## src/rtl/mainfsm_fpu.sv

```systemverilog
// mainfsm_fpu
// -----------------------------------------------------------------------------
// Multicycle control FSM with an added multi-cycle FPU execute state.
// It decodes Op/Funct into per-state datapath selects (Moore outputs) and
// produces the unconditioned enables NextPC/RegW/MemW/FPUW/Branch that the
// conditional-logic stage qualifies downstream.
//
// FPU handshake: on entry to FPUEX a one-cycle FPUStart pulse is issued. The
// FSM then waits for FPUDone. A watchdog counter aborts the wait after
// FPU_TIMEOUT cycles, returns to FETCH and sets the sticky FPUErr flag.
//
// Parameters
//   FPU_TIMEOUT : max cycles spent in FPUEX (legal 2..255)
//   CW          : wait counter width, 2**CW must exceed FPU_TIMEOUT
//
// Ports
//   clk, reset         : clock (rising edge), async active-high reset
//   Op[1:0], Funct[5:0]: instruction class and function bits
//   FPUDone            : FPU result valid, sampled in FPUEX
//   IRWrite, AdrSrc, ALUSrcA[1:0], ALUSrcB[1:0], ResultSrc[1:0], ALUOp :
//                        datapath selects
//   NextPC, RegW, MemW, FPUW, Branch : unconditioned enables
//   FPUStart           : one-cycle FPU launch pulse
//   FPUErr             : sticky FPU timeout flag
//   State[3:0]         : current state code (debug)
// -----------------------------------------------------------------------------
module mainfsm_fpu #(
    parameter int FPU_TIMEOUT = 16,
    parameter int CW          = 8
) (
    input  logic       clk,
    input  logic       reset,
    input  logic [1:0] Op,
    input  logic [5:0] Funct,
    input  logic       FPUDone,
    output logic       IRWrite,
    output logic       AdrSrc,
    output logic [1:0] ALUSrcA,
    output logic [1:0] ALUSrcB,
    output logic [1:0] ResultSrc,
    output logic       ALUOp,
    output logic       NextPC,
    output logic       RegW,
    output logic       MemW,
    output logic       FPUW,
    output logic       Branch,
    output logic       FPUStart,
    output logic       FPUErr,
    output logic [3:0] State
);

    typedef enum logic [3:0] {
        FETCH  = 4'd0,
        DECODE = 4'd1,
        MEMADR = 4'd2,
        MEMRD  = 4'd3,
        MEMWB  = 4'd4,
        MEMWR  = 4'd5,
        EXECR  = 4'd6,
        EXECI  = 4'd7,
        ALUWB  = 4'd8,
        BRANCH = 4'd9,
        FPUEX  = 4'd10,
        FPUWB  = 4'd11
    } state_t;

    localparam logic [CW-1:0] CNT_LAST = CW'(FPU_TIMEOUT - 1);

    state_t        state_q, state_d;
    logic [CW-1:0] cnt_q, cnt_d;
    logic          err_q, err_d;
    logic          timeout;

    // Only the immediate and load/store bits steer the FSM.
    logic unused_funct;
    assign unused_funct = ^Funct[4:1];

    assign timeout = (cnt_q == CNT_LAST);

    // NOTE: state registers use non-blocking assignments so every flop samples
    // the pre-edge values of its neighbours, regardless of process ordering.
    always_ff @(posedge clk or posedge reset) begin
        if (reset) begin
            state_q <= FETCH;
            cnt_q   <= '0;
            err_q   <= 1'b0;
        end else begin
            state_q <= state_d;
            cnt_q   <= cnt_d;
            err_q   <= err_d;
        end
    end

    // Next-state, wait counter and sticky error.
    // NOTE: every signal driven here gets a default first, so no path through
    // the case statement can leave one unassigned and infer a latch.
    always_comb begin
        state_d = FETCH;
        cnt_d   = '0;        // counter sits at 0 outside FPUEX, so it is clear on entry
        err_d   = err_q;
        case (state_q)
            FETCH:  state_d = DECODE;
            DECODE: begin
                case (Op)
                    2'b00:   state_d = Funct[5] ? EXECI : EXECR;
                    2'b01:   state_d = MEMADR;
                    2'b10:   state_d = BRANCH;
                    default: state_d = FPUEX;
                endcase
            end
            MEMADR: state_d = Funct[0] ? MEMRD : MEMWR;
            MEMRD:  state_d = MEMWB;
            MEMWB:  state_d = FETCH;
            MEMWR:  state_d = FETCH;
            EXECR:  state_d = ALUWB;
            EXECI:  state_d = ALUWB;
            ALUWB:  state_d = FETCH;
            BRANCH: state_d = FETCH;
            FPUEX: begin
                // Completion has priority over the watchdog in the same cycle.
                if (FPUDone) begin
                    state_d = FPUWB;
                end else if (timeout) begin
                    state_d = FETCH;
                    err_d   = 1'b1;
                end else begin
                    state_d = FPUEX;
                    cnt_d   = cnt_q + CW'(1);
                end
            end
            FPUWB:  state_d = FETCH;
            default: state_d = FETCH;   // codes 12..15 recover to FETCH
        endcase
    end

    // Moore output decode.
    always_comb begin
        IRWrite   = 1'b0;
        AdrSrc    = 1'b0;
        ALUSrcA   = 2'b00;
        ALUSrcB   = 2'b00;
        ResultSrc = 2'b00;
        ALUOp     = 1'b0;
        NextPC    = 1'b0;
        RegW      = 1'b0;
        MemW      = 1'b0;
        FPUW      = 1'b0;
        Branch    = 1'b0;
        FPUStart  = 1'b0;
        case (state_q)
            FETCH: begin
                IRWrite   = 1'b1;
                ALUSrcA   = 2'b01;
                ALUSrcB   = 2'b10;
                ResultSrc = 2'b10;
                NextPC    = 1'b1;
            end
            DECODE: begin
                ALUSrcA   = 2'b01;
                ALUSrcB   = 2'b10;
                ResultSrc = 2'b10;
            end
            MEMADR: begin
                ALUSrcB   = 2'b01;
            end
            MEMRD: begin
                AdrSrc    = 1'b1;
            end
            MEMWB: begin
                ResultSrc = 2'b01;
                RegW      = 1'b1;
            end
            MEMWR: begin
                AdrSrc    = 1'b1;
                MemW      = 1'b1;
            end
            EXECR: begin
                ALUOp     = 1'b1;
            end
            EXECI: begin
                ALUSrcB   = 2'b01;
                ALUOp     = 1'b1;
            end
            ALUWB: begin
                RegW      = 1'b1;
            end
            BRANCH: begin
                ALUSrcB   = 2'b01;
                ResultSrc = 2'b10;
                Branch    = 1'b1;
            end
            FPUEX: begin
                // The counter is 0 only in the first FPUEX cycle.
                FPUStart  = (cnt_q == '0);
            end
            FPUWB: begin
                ResultSrc = 2'b11;
                FPUW      = 1'b1;
            end
            default: ;
        endcase
    end

    assign FPUErr = err_q;
    assign State  = state_q;

endmodule

```

## config.mk

```make
export PLATFORM = sky130hd
export DESIGN_NAME = mainfsm_fpu
export DESIGN_NICKNAME = d
export VERILOG_FILES = /design/src/rtl/mainfsm_fpu.sv
export SDC_FILE = /design/constraint.sdc
export NUM_CORES = 1
export LEC_CHECK = 0
export ABC_AREA = 1
export BUFFER_PORTS_ARGS = -buffer_cell sky130_fd_sc_hd__buf_2
export CAP_MARGIN = 30
export CORE_MARGIN = 4
export CORE_UTILIZATION = 35
export DETAILED_ROUTE_END_ITERATION = 7
export PLACE_DENSITY = 0.61
export SYNTH_ARGS = -nofsm -noshare
export SYNTH_HDL_FRONTEND = slang
export SYNTH_SLANG_ARGS = --single-unit
```

## constraint.sdc

```tcl
create_clock -name clk -period 1.7 [get_ports clk]
set_input_delay 0.255 -clock clk [delete_from_list [all_inputs] [get_ports clk]]
set_output_delay 0.255 -clock clk [all_outputs]
set_load 0.02 [all_outputs]
```

==> summary.txt <==
Global routing
  – First-pass GRT wire length: 2.97 mm
  – Largest net degree at the start of global routing: 14
  – Gr usage total: 11.5%
  – Remaining Overflow, GRT: 0
  – Vias in the first global route: 702
  – Antenna violations before repair: 0

Yosys
  – Syn Area/Cell: 7.10 um2
  – YS warnings: 0
  – Adder-Cell Fraction of Synth Area: 2.91%
  – Register area share after synthesis: about 38%
  – Yosys top cell by area: dfrtp_1
  – Mapped Cells: around 120
  – Synth top cells by count: 24 x inv_1, 24 x nand2_1, 20 x nor2_1, 13 x dfrtp_1, 8 x nand3_1
  – Combinational family with the most area after synthesis: simple AND/OR/NAND/NOR gates
  – Post-synthesis xor/xnor area fraction: 0%
  – Post-synthesis register bit count: 13
  – Compound-cell area share of the yosys netlist: about a tenth
  – Synth Area in Simple Gates: between 30% and 40%
  – Synth unique cells: 22
  – Primary FF master, synth: dfrtp_1
  – Mapped Area: 860 um2
  – Synth top area share: between 30% and 40%
  – EDFF count, synth: 0
  – Multiplexer share of the synthesized area: 0%
  – Synth top area cells: dfrtp_1 38%, inv_1 10%, nand2_1 10%, nor2_1 8.7%, nand3_1 4.7%
  – Async SR Flop Fraction: 100%
  – Syn_nets: about 130

Floorplanning
  – Die H: around 58 um
  – Area of the die: 3310 um2
  – Core area: around 2300 um2
  – Horiz. Die Dim: about 58 um
  – # rows: 17
  – Initial Utilization: 37.8%
  – Ports: 31

Critical path
  – Required @ worst endpoint: between 1 and 1.5 ns
  – WP data arrival: 1.36 ns
  – CP Launch Type: register
  – Crit. End Element: output port
  – CP max FO: 7
  – Critical Setup Path Class: register to output port

STA
  – Period minus WS final: 1.62 ns
  – Final hold vios: 13
  – Skew final: 0.00310 ns
  – Peak Freq: between 600 and 700 MHz
  – Hold WS: -0.0222 ns
  – Tcrit/Tclk final: 95.2%
  – # setup viols final: 0
  – Final worst setup slack: 0.0823 ns
  – Max Slew Vio Count: 0

Cells and area
  – Final Cell Area: 1060 um2
  – Multi-input logic area: 440 um2
  – Final nets: 163
  – Area Growth Syn to Fin: 22.9%
  – Layout cells sized above 1: 33.6%
  – Fillers: 241
  – Inserted Diodes: 0
  – FF+latch area: 328 um2

Outcome
  – Outcome: finished with violations
  – Failing checks: hold timing

Route
  – DRC: 0
  – First-pass iteration count of the detailed router: 4
  – Routed wire length: about 1.9 mm
  – DR WL/cell: 10.6 um
  – Vias/cell: around 4.7
  – Iteration-0 DRC Markers: 16
  – Antenna-violating nets left: 0
  – Number of vias in the routed layout: 830

Place
  – Placed inst area: approximately 1000 um2
  – Port bufs: 25
  – Pre-CTS setup slack: 0.220 ns
  – Placer congestion estimate: 0.924
  – Post-DP HPWL: 1.50 mm

Clocking
  – Clock root cell: clkbuf_4
  – Worst-case clock buffer depth: 2
  – H-Tree Level Count: 1
  – CTS sink count: 13
  – Clock Latency Late Sink: 0.28 ns
  – Cts hold-fix bufs: 0
  – Cts bufs inserted: 3
  – Clock-pin slew on the worst setup and hold paths: 0.08 ns
  – TritonCTS clock tree: done

Flow run
  – Max cap viols: 0

Power
  – Power Density: ~1300 nW/um2
  – Maximum VDD drop: 0.703 mV
  – Leak: 0.573 nW

Hold path
  – Worst min path class: primary input to asynchronous set/reset pin
[cell type report]
class / instances / area share [%]
multi-input combinational: 81 / 41.7
inverter: 25 / 8.89
timing repair buffer: 26 / 12.6
tap: 28 / 3.32
clock buffer: 4 / 2.49
sequential: 13 / 31.0
[sequential cells by signal, summed over array words and instances, names as in the netlist]
name,count
cnt_q,8
State,4
FPUErr,1
[power breakdown]
part           internal, mW  switching (mW)  leakage (nW)
Sequential            0.349          0.0625         0.169
Combinational         0.239           0.512         0.389
Clock                0.0911           0.101        0.0150
Total                 0.679           0.676         0.573
[worst max-delay path, stage by stage (launching register included)]
cell and delay, ns:
dfrtp_2 0.46, inv_2 0.09, nand2_1 0.12, nor2_2 0.15, a21oi_1 0.05, nand2_1 0.05, buf_2 0.15
[metal layers]
layer	track usage, %	routed length [um]	up-vias
met1	13.6	851	369
met2	18.9	803	32
li1	-	-	424
met3	2.71	182	5
met4	6.95	40	0
met5	0	0	-
[layout by cell type, fill, tap and decap left out, drive strengths merged]
master / n
a21oi: 6
buf: 26
clkbuf: 4
conb: 1
dfrtp: 13
ha: 2
inv: 25
nand2: 26
nand3: 9
nand4: 1
nor2: 26
nor4: 1
o211ai: 2
o21ai: 5
o22ai: 2
[logic make-up (layout without fill, tap and decap cells)]
kind of cell | after synthesis | in the layout
simple gates | 63 | 63
flops | 13 | 13
other cells | 1 | 1
buf+inv | 27 | 55
compound gates | 15 | 15
fa+ha+maj | 2 | 2
[per-stage QoR]
step	util [%]	power [mW]	instances	TNS, ns
final	46.4	1.36	177	0
after global routing	46.4	1.46	177	-0.00343
after CTS	45.4	1.33	176	-0.00631
after detailed placement	44.1	1.13	172	0
after global placement	44.1	1.12	172	0
after floorplan	-	0.927	121	0
[what timing repair did]
item / in CTS / in global routing
resized for setup: 1 / 9
buffers inserted: 0 / 1
setup endpoints to repair: 4 / 5
[path summary, 6_finish.rpt]
path | from | to | slack [ns] | cells past startpoint
worst max-delay path | State[1] | ALUSrcB[0] | 0.08 | 6
worst min-delay path | reset | State[3] | -0.02 | 2
worst max register to register | cnt_q[0] | State[1] | 0.29 | 6
worst min register to register | FPUErr | FPUErr | 0.46 | 2
max in group asynchronous | reset | State[1] | 1.37 | 2
min in group clk | Funct[0] | State[2] | 0.22 | 2
Power figures use the tool's default switching activity.
